===== src/rtl/decode_issue.sv =====
// Issue stage behind the decoder: 2-entry skid buffer, immediate generation and
// serialization of fences and traps once the back end has drained.
module decode_issue #(
  parameter int unsigned XLEN        = 32,
  parameter int unsigned EXC_ILLEGAL = 2,
  parameter int unsigned EXC_BREAK   = 3,
  parameter int unsigned EXC_ECALL   = 11
) (
  input  logic            clk,
  input  logic            reset,
  input  logic            flush,
  input  logic            in_valid,
  output logic            in_ready,
  input  logic [31:0]     in_instr,
  input  logic [XLEN-1:0] in_pc,
  input  logic [14:0]     in_decode,
  output logic            out_valid,
  input  logic            out_ready,
  output logic [1:0]      out_unit,
  output logic [2:0]      out_sub_unit,
  output logic [3:0]      out_sel,
  output logic            out_use_imm,
  output logic [XLEN-1:0] out_imm,
  output logic [4:0]      out_rs1,
  output logic [4:0]      out_rs2,
  output logic [4:0]      out_rd,
  output logic [XLEN-1:0] out_pc,
  input  logic            pipe_empty,
  output logic            fence_pulse,
  output logic            fence_i,
  output logic            exc_valid,
  output logic [3:0]      exc_cause,
  output logic [XLEN-1:0] exc_pc,
  input  logic            exc_ack
);

  localparam int unsigned REG_W   = 5;
  localparam int unsigned CAUSE_W = 4;

  localparam logic [6:0] OP_IMM    = 7'b0010011;
  localparam logic [6:0] OP_LOAD   = 7'b0000011;
  localparam logic [6:0] OP_JALR   = 7'b1100111;
  localparam logic [6:0] OP_STORE  = 7'b0100011;
  localparam logic [6:0] OP_BRANCH = 7'b1100011;
  localparam logic [6:0] OP_LUI    = 7'b0110111;
  localparam logic [6:0] OP_AUIPC  = 7'b0010111;
  localparam logic [6:0] OP_JAL    = 7'b1101111;
  localparam logic [6:0] OP_SYSTEM = 7'b1110011;

  typedef struct packed {
    logic [1:0] unit;
    logic [2:0] sub_unit;
    logic [3:0] sel;
    logic       imm;
    logic       csr;
    logic       fence;
    logic       ecall;
    logic       ebreak;
    logic       illegal;
  } dec_t;

  typedef struct packed {
    dec_t             dec;
    logic [REG_W-1:0] rs1;
    logic [REG_W-1:0] rs2;
    logic [REG_W-1:0] rd;
    logic [XLEN-1:0]  pc;
    logic [XLEN-1:0]  imm;
  } entry_t;

  typedef enum logic [1:0] {
    RUN   = 2'd0,
    DRAIN = 2'd1,
    TRAP  = 2'd2
  } state_t;

  state_t state, state_n;
  entry_t head, head_n, skid, skid_n, new_entry;
  logic   head_v, head_v_n, skid_v, skid_v_n;
  logic   in_ready_n, accept, pop;
  logic   head_ser, head_fence;

  // Immediate extraction by major opcode
  function automatic logic [XLEN-1:0] gen_imm(input logic [31:0] ins, input logic imm_bit);
    logic [XLEN-1:0] r;
    r = '0;
    case (ins[6:0])
      OP_IMM, OP_LOAD, OP_JALR: r = XLEN'($signed(ins[31:20]));
      OP_STORE:  r = XLEN'($signed({ins[31:25], ins[11:7]}));
      OP_BRANCH: r = XLEN'($signed({ins[31], ins[7], ins[30:25], ins[11:8], 1'b0}));
      OP_LUI, OP_AUIPC: r = XLEN'($signed({ins[31:12], 12'b0}));
      OP_JAL:    r = XLEN'($signed({ins[31], ins[19:12], ins[20], ins[30:21], 1'b0}));
      OP_SYSTEM: r = imm_bit ? XLEN'(ins[19:15]) : '0;
      default:   r = '0;
    endcase
    return r;
  endfunction

  always_comb begin
    new_entry.dec = dec_t'(in_decode);
    new_entry.rs1 = in_instr[19:15];
    new_entry.rs2 = in_instr[24:20];
    new_entry.rd  = in_instr[11:7];
    new_entry.pc  = in_pc;
    new_entry.imm = gen_imm(in_instr, in_decode[5]);
  end

  assign head_ser   = head_v & (head.dec.fence | head.dec.ecall | head.dec.ebreak | head.dec.illegal);
  assign head_fence = head.dec.fence & ~(head.dec.ecall | head.dec.ebreak | head.dec.illegal);
  assign accept     = in_valid & in_ready & ~flush;

  // Next state and handshake/pulse outputs; flush squashes everything this cycle
  always_comb begin
    state_n     = state;
    pop         = 1'b0;
    out_valid   = 1'b0;
    fence_pulse = 1'b0;
    exc_valid   = 1'b0;
    unique case (state)
      RUN: begin
        if (head_ser) begin
          state_n = DRAIN;
        end else if (head_v) begin
          out_valid = 1'b1;
          pop       = out_ready;
        end
      end
      DRAIN: begin
        if (pipe_empty) begin
          if (head_fence) begin
            fence_pulse = 1'b1;
            pop         = 1'b1;
            state_n     = RUN;
          end else begin
            state_n = TRAP;
          end
        end
      end
      TRAP: begin
        exc_valid = 1'b1;
        if (exc_ack) begin
          pop     = 1'b1;
          state_n = RUN;
        end
      end
      default: state_n = RUN;
    endcase
    if (flush) begin
      state_n     = RUN;
      pop         = 1'b0;
      out_valid   = 1'b0;
      fence_pulse = 1'b0;
      exc_valid   = 1'b0;
    end
  end

  // Skid buffer update: skid only fills when the head is held and a new word arrives
  always_comb begin
    head_v_n = head_v;
    head_n   = head;
    skid_v_n = skid_v;
    skid_n   = skid;
    if (flush) begin
      head_v_n = 1'b0;
      skid_v_n = 1'b0;
    end else if (pop) begin
      if (skid_v) begin
        head_n   = skid;
        skid_v_n = 1'b0;
      end else begin
        head_v_n = accept;
        if (accept) head_n = new_entry;
      end
    end else if (!head_v) begin
      head_v_n = accept;
      if (accept) head_n = new_entry;
    end else if (accept) begin
      skid_v_n = 1'b1;
      skid_n   = new_entry;
    end
  end

  assign in_ready_n = ~skid_v_n & (state_n == RUN) & ~flush;

  always_ff @(posedge clk) begin
    if (reset) state <= RUN;
    else       state <= state_n;
  end

  always_ff @(posedge clk) begin
    if (reset) begin
      head_v   <= 1'b0;
      skid_v   <= 1'b0;
      head     <= '0;
      skid     <= '0;
      in_ready <= 1'b0;
    end else begin
      head_v   <= head_v_n;
      skid_v   <= skid_v_n;
      head     <= head_n;
      skid     <= skid_n;
      in_ready <= in_ready_n;
    end
  end

  assign out_unit     = head.dec.csr ? 2'd2 : head.dec.unit;
  assign out_sub_unit = head.dec.sub_unit;
  assign out_sel      = head.dec.sel;
  assign out_use_imm  = head.dec.imm;
  assign out_imm      = head.imm;
  assign out_rs1      = head.rs1;
  assign out_rs2      = head.rs2;
  assign out_rd       = head.rd;
  assign out_pc       = head.pc;
  assign fence_i      = fence_pulse & head.dec.imm;

  // Cause priority: illegal, then ebreak, then ecall
  always_comb begin
    exc_cause = '0;
    exc_pc    = '0;
    if (exc_valid) begin
      exc_pc = head.pc;
      if (head.dec.illegal)     exc_cause = CAUSE_W'(EXC_ILLEGAL);
      else if (head.dec.ebreak) exc_cause = CAUSE_W'(EXC_BREAK);
      else                      exc_cause = CAUSE_W'(EXC_ECALL);
    end
  end

endmodule


===== config.mk =====
export PLATFORM = sky130hd
export DESIGN_NAME = decode_issue
export DESIGN_NICKNAME = d
export VERILOG_FILES = /design/src/rtl/decode_issue.sv
export SDC_FILE = /design/constraint.sdc
export NUM_CORES = 1
export LEC_CHECK = 0
export BUFFER_PORTS_ARGS = -buffer_cell sky130_fd_sc_hd__buf_2
export CAP_MARGIN = 40
export CELL_PAD_IN_SITES_DETAIL_PLACEMENT = 1
export CELL_PAD_IN_SITES_GLOBAL_PLACEMENT = 1
export CORE_ASPECT_RATIO = 1.25
export CORE_UTILIZATION = 40
export DETAILED_ROUTE_END_ITERATION = 8
export GPL_TIMING_DRIVEN = 0
export PLACE_DENSITY_LB_ADDON = 0.3
export SKIP_CTS_REPAIR_TIMING = 1
export SLEW_MARGIN = 0
export SYNTH_ARGS = -nofsm -noshare
export SYNTH_HDL_FRONTEND = slang
export SYNTH_SLANG_ARGS = --single-unit

===== constraint.sdc =====
create_clock -name clk -period 5 [get_ports clk]
set_clock_uncertainty 0.1 [all_clocks]
set_input_delay 0.5 -clock clk [delete_from_list [all_inputs] [get_ports clk]]
set_output_delay 0.5 -clock clk [all_outputs]
set_load 0.02 [all_outputs]

==> flow_summary.yaml, run 1 <==
setup_path:
  cp-startpoint: "head[79]"
  r2r-start: "head[79]"
  path_cells: "or4b_4 -> o22a_4 -> o221ai_2 -> buf_2 -> buf_2 -> o32ai_1"
  crit_type: "register to register"
  crit_end: "out_imm[1]"
  cp_data_required_time_ns: 5.21
  reg2reg_slack_ns: 2.17
  crit_buf_inv: 2
  cp-end-kind: "register"
  cp_max_fo: 10
  worst-path-stages: 6
  reg2reg_depth: 6
  critical_path.max_stage_delay_ns: 0.59
  crit_family: "compound AO/OA/AOI/OAI gates"
  rr_endpoint: "out_imm[1]"
  cp_slowest_cell: "or4b_4"
  cpMostUsedCell: "buf_2"
  cp.arrival_ns: 3.05
  start_kind: "register"
power:
  sw_frac_of_total_pct: 27.06
  vdd_drop_max_mv: 0.2366
  p_int_mw: 2.335
  p_leak_nw: 4.663
  power_density_mw_per_mm2: 263.3
  seqPwrFrac_pct: 48.8
  p_comb_share_pct: 9.0
  switching_power_uw: 866.2
  clkPwrFrac_pct: 42.1
synthesis:
  synth.area.top_cells: "dfxtp_1, buf_4, a21oi_1"
  synth_area_mm2: 0.01011
  synth_fa_ha_area_share_pct: 0
  synth_compound_area_share_pct: 28.58
  synth_top_area_share_pct: 38.22
  synth_edf_count: 0
  synth.ff_latch_count: 193
  synth_top_family_by_area: "compound AO/OA/AOI/OAI gates"
  synth.avg_cell_area_um2: 8.080
  synth_top_flop_cell: "dfxtp_1"
  syn_inst: 1251
  yosysSeqAreaShare_pct: 38.22
  yosysUniqueCellTypes: 51
  ys_warn_count: 0
  synth_top_cell_by_area: "dfxtp_1"
  synthSimpleGateAreaFrac_pct: 18.01
  ys_top_cells_by_count: "dfxtp_1, a21oi_1, buf_4"
  synth_xor_area_share_pct: 0
  synth.area.mux_share_pct: 0.09902
  synth-async-reset-ratio_pct: 0
  synth_nets: 1337
  synth.most_common_cell: "dfxtp_1"
detailed_routing:
  drc: 0
  dr.pass1.iters: 5
  routed_wl_um: 37560
  drtIter0Drc: 646
  avgViaCountPerCell: 5.824
  ant_nets: 0
  wl_per_cell_um: 20.56
  vias: 10640
outcome:
  status: "completed"
final_layout:
  fillCellCount: 3095
  final_net_count: 1569
  drive_above_1_share_pct: 26.14
  post-route-util_pct: 49.29
  final_design_area_no_fill_mm2: 0.01216
  syn_to_final_growth_pct: 20.27
  stdcell_count: 1827
die:
  core_area_mm2: 0.02466
  dieArea_mm2: 0.02592
  io_pins: 216
  rows: 64
  start_util_pct: 40.99
  fp.dieH_um: 179.7
  die_x_um: 144.2
cts:
  cts_root_buf: "clkbuf_16"
  cts_tree: "built"
  cts_num_sinks: 193
  clk_pin_slew_worst_paths_ns: 0.08
  htree_levels: 4
  clockBufferDepth: 2
  clk_latency_ns: 0.44
  cts_made_buffers: 17
grt:
  globalRouteTotalUtil_pct: 28.97
  grt_pass1_vias: 10660
  met1_usage_pct: 35.72
  grt.met2_usage_pct: 50.24
  grt_busiest_layer: "met2"
  grt_overflow: 0
  grt_pass1_wl_um: 58230
  met3_usage_pct: 3.516
  grt_max_degree: 19
  antenna_found_initial: 1
flow_run:
  cap_violations: 0
sta:
  min_period_over_period_pct: 56.68
  slew_violations: 0
  period_needed_ns: 2.834
  fmax_mhz: 352.8
  hold_slack_ns: 0.2127
  finalSetupTns_ns: 0
  slew_headroom_pct: 37.83
  rsz0062_at_grt: "false"
  setup_viol: 0
  hold_viol_final: 0
  max_slew.worst_pin.slew_ns: 0.9325
placed_design:
  port_buffers: 213
  place_area_mm2: 0.01159
  place.gp.congestion: 0.9303
  dp_cells: 1794
  dpl.hpwl_um: 28250
worst_hold_path:
  hp-class: "primary input to register"
## area by class of cell
type | instances | area, um2 | share of cell area [%]
Timing Repair Buffer | 213 | 1066 | 8.768
Tap cell | 330 | 412.9 | 3.396
Inverter | 65 | 244.0 | 2.007
Clock buffer | 19 | 452.9 | 3.725
Antenna cell | 1 | 2.502 | 0.02058
Multi-Input combinational cell | 765 | 4723 | 38.85
Sequential cell | 193 | 3864 | 31.78
Buffer | 228 | 1277 | 10.51
Clock inverter | 13 | 115.1 | 0.9468
## cell families (layout without fill, tap and decap cells)
logic type / after synthesis / after routing
compound gates: 424 / 424
simple gates: 339 / 339
buf+inv: 293 / 538
flops: 193 / 193
other cells: 1 / 2
mux: 1 / 1
## through the flow
step | total power, mW | worst slack [ns]
finish | 3.201 | 2.166
global placement | 1.879 | 1.792
global route | 3.294 | 1.994
detailed placement | 1.883 | 1.767
floorplan | 1.756 | 2.756
CTS | 3.206 | 2.196
## flip-flops by register name, summed over array words and instances (netlist names), 2 cells and up
| name | cells |
|---|---|
| out_rs2 | 5 |
| out_pc | 32 |
| skid | 94 |
| out_rs1 | 5 |
| out_sel | 4 |
| out_rd | 5 |
| out_imm | 32 |
| state | 2 |
| out_sub_unit | 3 |
| head | 7 |
## worst min-delay path by stage
stage | from | endpoint | cells after the start
after floorplan | out_rd[0] | out_rd[0] | 2
after global placement | skid[7] | skid[7] | 2
after detailed placement | out_rs2[4] | out_rs2[4] | 2
after CTS | in_decode[11] | skid[90] | 3
after global routing | in_pc[3] | skid[35] | 3
final | in_decode[11] | skid[90] | 3
## metal layers
layer	routed length, um	share of wire (%)
met3	1954	5.2
met1	15630	42
met5	0	0
met4	1323	3.5
met2	18660	50
## cell usage in the layout, fill, tap and decap left out, drive strengths merged, types with 8 or more instances in the layout
cell,n
a211oi,24
a311oi,20
or3,62
o221ai,9
o22ai,63
o32ai,12
clkbuf,99
o21ai,86
buf,361
nand2,29
nand4,9
nor3,47
a21boi,8
a21oi,106
a211o,11
a221oi,62
nor4,12
dfxtp,193
nand2b,17
nor2,54
inv,72
nand3,71
a22oi,11
## power by group through the flow
stage | registers [mW] | logic (mW) | clock network (mW)
after floorplan | 1.60 | 0.160 | 0
after global placement | 1.60 | 0.280 | 0
after detailed placement | 1.60 | 0.284 | 0
after CTS | 1.56 | 0.286 | 1.36
after global routing | 1.57 | 0.308 | 1.42
final | 1.56 | 0.289 | 1.35
## worst min-delay path: cells and delay by family
kind / cells / cell delay, ns
compound gates: 1 / 0.05
buf+inv: 1 / 0.10
simple gates: 1 / 0.06
Power figures use the tool's default switching activity.
==> run 2, diff against run 1 <==
==> constraint.sdc (replaced) <==
create_clock -name clk -period 2.7 [get_ports clk]
set_clock_uncertainty 0.1 [all_clocks]
set_input_delay 0.27 -clock clk [delete_from_list [all_inputs] [get_ports clk]]
set_output_delay 0.27 -clock clk [all_outputs]
set_load 0.02 [all_outputs]
==> flow_summary.yaml, run 2 (synthesized netlist as in run 1, its figures left out) <==
setup_path:
  rr_endpoint: "out_imm[1]"
  cp-end-kind: "register"
  cp-startpoint: "head[79]"
  cp_max_fo: 10
  reg2reg_depth: 6
  reg2reg_slack_ns: 0.07
  cp.arrival_ns: 2.84
  r2r-start: "head[79]"
  start_kind: "register"
  crit_type: "register to register"
  cp_data_required_time_ns: 2.91
  crit_end: "out_imm[1]"
cts:
  cts_num_sinks: 193
  cts_root_buf: "clkbuf_16"
  cts_tree: "built"
  clk_pin_slew_worst_paths_ns: 0.08
  cts_made_buffers: 17
  htree_levels: 4
  clockBufferDepth: 2
  clk_latency_ns: 0.44
sta:
  hold_slack_ns: -0.01386
  slew_violations: 0
  finalSetupTns_ns: 0
  rsz0062_at_grt: "false"
  fmax_mhz: 380.5
  setup_viol: 0
  hold_viol_final: 12
  max_slew.worst_pin.slew_ns: 0.8727
  slew_headroom_pct: 41.82
  period_needed_ns: 2.628
  min_period_over_period_pct: 97.35
die:
  fp.dieH_um: 179.7
  rows: 64
  start_util_pct: 40.99
  die_x_um: 144.2
  io_pins: 216
  dieArea_mm2: 0.02592
  core_area_mm2: 0.02466
final_layout:
  final_net_count: 1575
  largest_reg_flops: 94
  multi_input_area_mm2: 0.004767
  drive_above_1_share_pct: 27.03
  syn_to_final_growth_pct: 21.72
  mostFrequentLayoutCells: "buf_2, dfxtp_1, a21oi_1"
  seqCellArea_mm2: 0.003864
  post-route-util_pct: 49.89
  fillCellCount: 3076
  final_design_area_no_fill_mm2: 0.01230
  top_register: "skid"
  final_common_cell: "buf_2"
placed_design:
  place.gp.congestion: 0.9303
  place_area_mm2: 0.01159
  port_buffers: 213
  dpl.hpwl_um: 28250
flow_run:
  cap_violations: 0
grt:
  grt_pass1_vias: 10660
  grt_max_degree: 19
  antenna_found_initial: 1
  grt_pass1_wl_um: 58230
  grt_overflow: 0
  globalRouteTotalUtil_pct: 28.97
detailed_routing:
  vias: 10756
  drtIter0Drc: 632
  avgViaCountPerCell: 5.868
  ant_nets: 0
  drc: 0
  wl_per_cell_um: 20.56
  routed_wl_um: 37680
  dr.pass1.iters: 5
power:
  vdd_drop_max_mv: 0.4381
  p_leak_nw: 4.747
  p_total_mw: 5.944
  power_density_mw_per_mm2: 483.1
outcome:
  status: "complete, but fails checks"
  violations: "negative hold slack"
worst_hold_path:
  hp-class: "primary input to register"
run 2: cell types whose count changed in the layout (fill, tap and decap cells not counted), sizes merged:
cell	change
dlygate4sd3	+9
buf	-10
clkbuf	+7
run 2: how the worst min path moves through the flow:
stage	start	to	slack [ns]	cells after the start
after floorplan	in_pc[0]	skid[32]	0.32	2
after global placement	skid[7]	skid[7]	0.36	2
after detailed placement	out_rs2[4]	out_rs2[4]	0.36	2
after CTS	in_decode[11]	skid[90]	-0.02	3
after global routing	in_decode[10]	skid[89]	-0.0002	3
final	in_decode[11]	skid[90]	-0.01	3
run 2: per-stage QoR:
| stage | worst slack, ns | cells | hold slack [ns] |
|---|---|---|---|
| floorplan | 0.5356 | 1251 | 0.3177 |
| global placement | -0.2784 | 1794 | 0.3605 |
| detailed placement | -0.3029 | 1794 | 0.3639 |
| CTS | -0.1039 | 1826 | -0.02412 |
| global route | 0.006867 | 1833 | -0.0001943 |
| finish | 0.07153 | 1833 | -0.01386 |
run 2: per-layer routing:
layer  vias to the layer above  share of wire (%)  GRT usage [%]
met4                         0                3.6          12.04
met2                       415                 50          50.24
met1                      5265                 41          35.72
met5                         -                  0              0
li1                       4992                  -              -
met3                        84                5.4          3.516
run 2: area by class of cell:
| cell class | count | area share (%) |
|---|---|---|
| multi-input combinational | 765 | 38.74 |
| sequential | 193 | 31.40 |
| buffer | 225 | 10.48 |
| timing repair buffer | 222 | 9.396 |
| clock buffer | 19 | 3.681 |
| tap | 330 | 3.356 |
| inverter | 65 | 1.983 |
| clock inverter | 13 | 0.9355 |
| antenna | 1 | 0.02034 |
run 2: critical path, cell delays in order, from the launching register on:
cell and delay [ns]:
dfxtp_1 0.39, or4b_4 0.60, o22a_4 0.29, o221ai_4 0.33, clkbuf_4 0.34, buf_2 0.31, o32ai_1 0.14
run 2: power breakdown:
part	internal [mW]	leakage [nW]	switching [mW]
clock	1.26	0.280	1.24
combinational	0.199	2.91	0.349
sequential	2.87	1.56	0.0226
total	4.33	4.75	1.61
==> run 3, diff against run 2 <==
--- a/config.mk
+++ b/config.mk
@@ -5,7 +5,7 @@
 export SDC_FILE = /design/constraint.sdc
 export NUM_CORES = 1
 export LEC_CHECK = 0
-export BUFFER_PORTS_ARGS = -buffer_cell sky130_fd_sc_hd__buf_2
+export BUFFER_PORTS_ARGS = -buffer_cell sky130_fd_sc_hd__buf_4
 export CAP_MARGIN = 40
 export CELL_PAD_IN_SITES_DETAIL_PLACEMENT = 1
 export CELL_PAD_IN_SITES_GLOBAL_PLACEMENT = 1
==> flow_summary.yaml, run 3 (synthesized netlist as in run 1, its figures left out) <==
outcome:
  status: "complete, but fails checks"
  violations: "negative hold slack"
sta:
  hold_viol_final: 9
  max_slew.worst_pin.slew_ns: 0.8591
  min_period_over_period_pct: 99.09
  fin_ws_ns: 0.02444
  finalSetupTns_ns: 0
  setup_viol: 0
  period_needed_ns: 2.676
  slew_violations: 0
  slew_headroom_pct: 42.73
  fmax_mhz: 373.8
  hold_slack_ns: -0.005888
worst_hold_path:
  hold_start: "in_pc[23]"
  holdPathStages: 3
  hp-class: "primary input to register"
grt:
  grt_overflow: 0
  globalRouteTotalUtil_pct: 29.68
  grt_max_degree: 18
  grt_pass1_wl_um: 59750
  antenna_found_initial: 0
  grt_pass1_vias: 10796
setup_path:
  crit_type: "register to register"
  crit_end: "out_imm[12]"
  worst-path-stages: 5
  critical_path.max_stage_delay_ns: 0.61
  crit_buf_inv: 1
  crit_family: "compound AO/OA/AOI/OAI gates"
  cp-startpoint: "head[79]"
  rr_endpoint: "out_imm[12]"
  cp_data_required_time_ns: 2.87
  cp_slowest_cell: "or4b_4"
  start_kind: "register"
  cp.arrival_ns: 2.85
  r2r-start: "head[79]"
  path_cells: "or4b_4 -> o22a_4 -> o221ai_4 -> clkbuf_1 -> a311oi_1"
  reg2reg_depth: 5
  cp_max_fo: 10
  reg2reg_slack_ns: 0.02
  cp-end-kind: "register"
cts:
  cts_num_sinks: 193
  clk_pin_slew_worst_paths_ns: 0.08
  cts_made_buffers: 17
  clockBufferDepth: 2
  clk_latency_ns: 0.44
  htree_levels: 4
  cts_root_buf: "clkbuf_16"
  cts_tree: "built"
die:
  rows: 64
  fp.dieH_um: 179.7
  start_util_pct: 40.99
  die_x_um: 144.2
  dieArea_mm2: 0.02592
  io_pins: 216
  core_area_mm2: 0.02466
detailed_routing:
  routed_wl_um: 38570
  drc: 0
  wl_per_cell_um: 21.10
  vias: 10730
  drtIter0Drc: 523
  met2_wirelength_um: 19290
  dr.pass1.iters: 5
  met3_length_um: 2500
  avgViaCountPerCell: 5.870
  top_layer_used: "met4"
  wl_met1_um: 15430
  ant_nets: 0
final_layout:
  largest_reg_flops: 94
  final_design_area_no_fill_mm2: 0.01277
  syn_to_final_growth_pct: 26.32
  post-route-util_pct: 51.77
  fillCellCount: 3098
  top_register: "skid"
  drive_above_1_share_pct: 27.44
  final_common_cell: "buf_4"
  mostFrequentLayoutCells: "buf_4, dfxtp_1, a21oi_1"
  stdcell_count: 1828
  final_net_count: 1571
  antennaDiodeCount: 0
placed_design:
  port_buffers: 213
  dp_cells: 1794
  place_area_mm2: 0.01212
  dpl.hpwl_um: 28670
  place.gp.congestion: 0.9284
  place_ws_ns: -0.3021
power:
  p_int_mw: 4.342
  vdd_drop_max_mv: 0.4576
  clkPwrFrac_pct: 41.3
  sw_frac_of_total_pct: 26.98
  p_leak_nw: 4.784
  p_comb_share_pct: 10.0
  p_total_mw: 5.947
  switching_power_mw: 1.604
  power_density_mw_per_mm2: 465.7
  seqPwrFrac_pct: 48.7
flow_run:
  cap_violations: 0
-- run 3: changes by cell type in the layout (fill, tap and decap cells not counted), sizes merged --
cell,change
clkinvlp,+1
buf,+5
dlygate4sd3,-8
clkinv,-1
diode,-1
inv,-1
-- run 3: how the worst min path moves through the flow --
stage	to	slack (ns)
after floorplan	skid[32]	0.32
after global placement	skid[39]	0.36
after detailed placement	out_rs2[3]	0.36
after CTS	skid[85]	-0.01
after global routing	skid[92]	0.0009
final	skid[55]	-0.006
-- run 3: final cells by class --
cell class | instances | area [um2] | share of cell area, %
Buffer | 225 | 1292 | 10.12
Clock buffer | 20 | 446.7 | 3.498
Clock inverter | 12 | 97.59 | 0.7643
Inverter | 65 | 244.0 | 1.911
Multi-Input combinational cell | 765 | 4772 | 37.37
Sequential cell | 193 | 3864 | 30.26
Tap cell | 330 | 412.9 | 3.234
Timing Repair Buffer | 218 | 1639 | 12.84
-- run 3: power by group through the flow --
stage | clock [mW] | combinational, mW | sequential [mW]
floorplan | 0 | 0.296 | 2.96
detailed placement | 0 | 0.576 | 2.96
global route | 2.58 | 0.628 | 2.90
finish | 2.46 | 0.593 | 2.90
global placement | 0 | 0.567 | 2.96
CTS | 2.47 | 0.579 | 2.90
-- run 3: worst min-delay path: cells and delay by family --
family	cells	cell delay, ns
buffers and inverters	1	0.11
AND/OR/NAND/NOR	1	0.06
AO/OA/AOI/OAI	1	0.05
-- run 3: layer usage --
metal	vias up	GRT usage, %
met4	0	11.83
met3	91	3.649
met2	411	51.57
met5	-	0
met1	5231	36.70
li1	4997	-
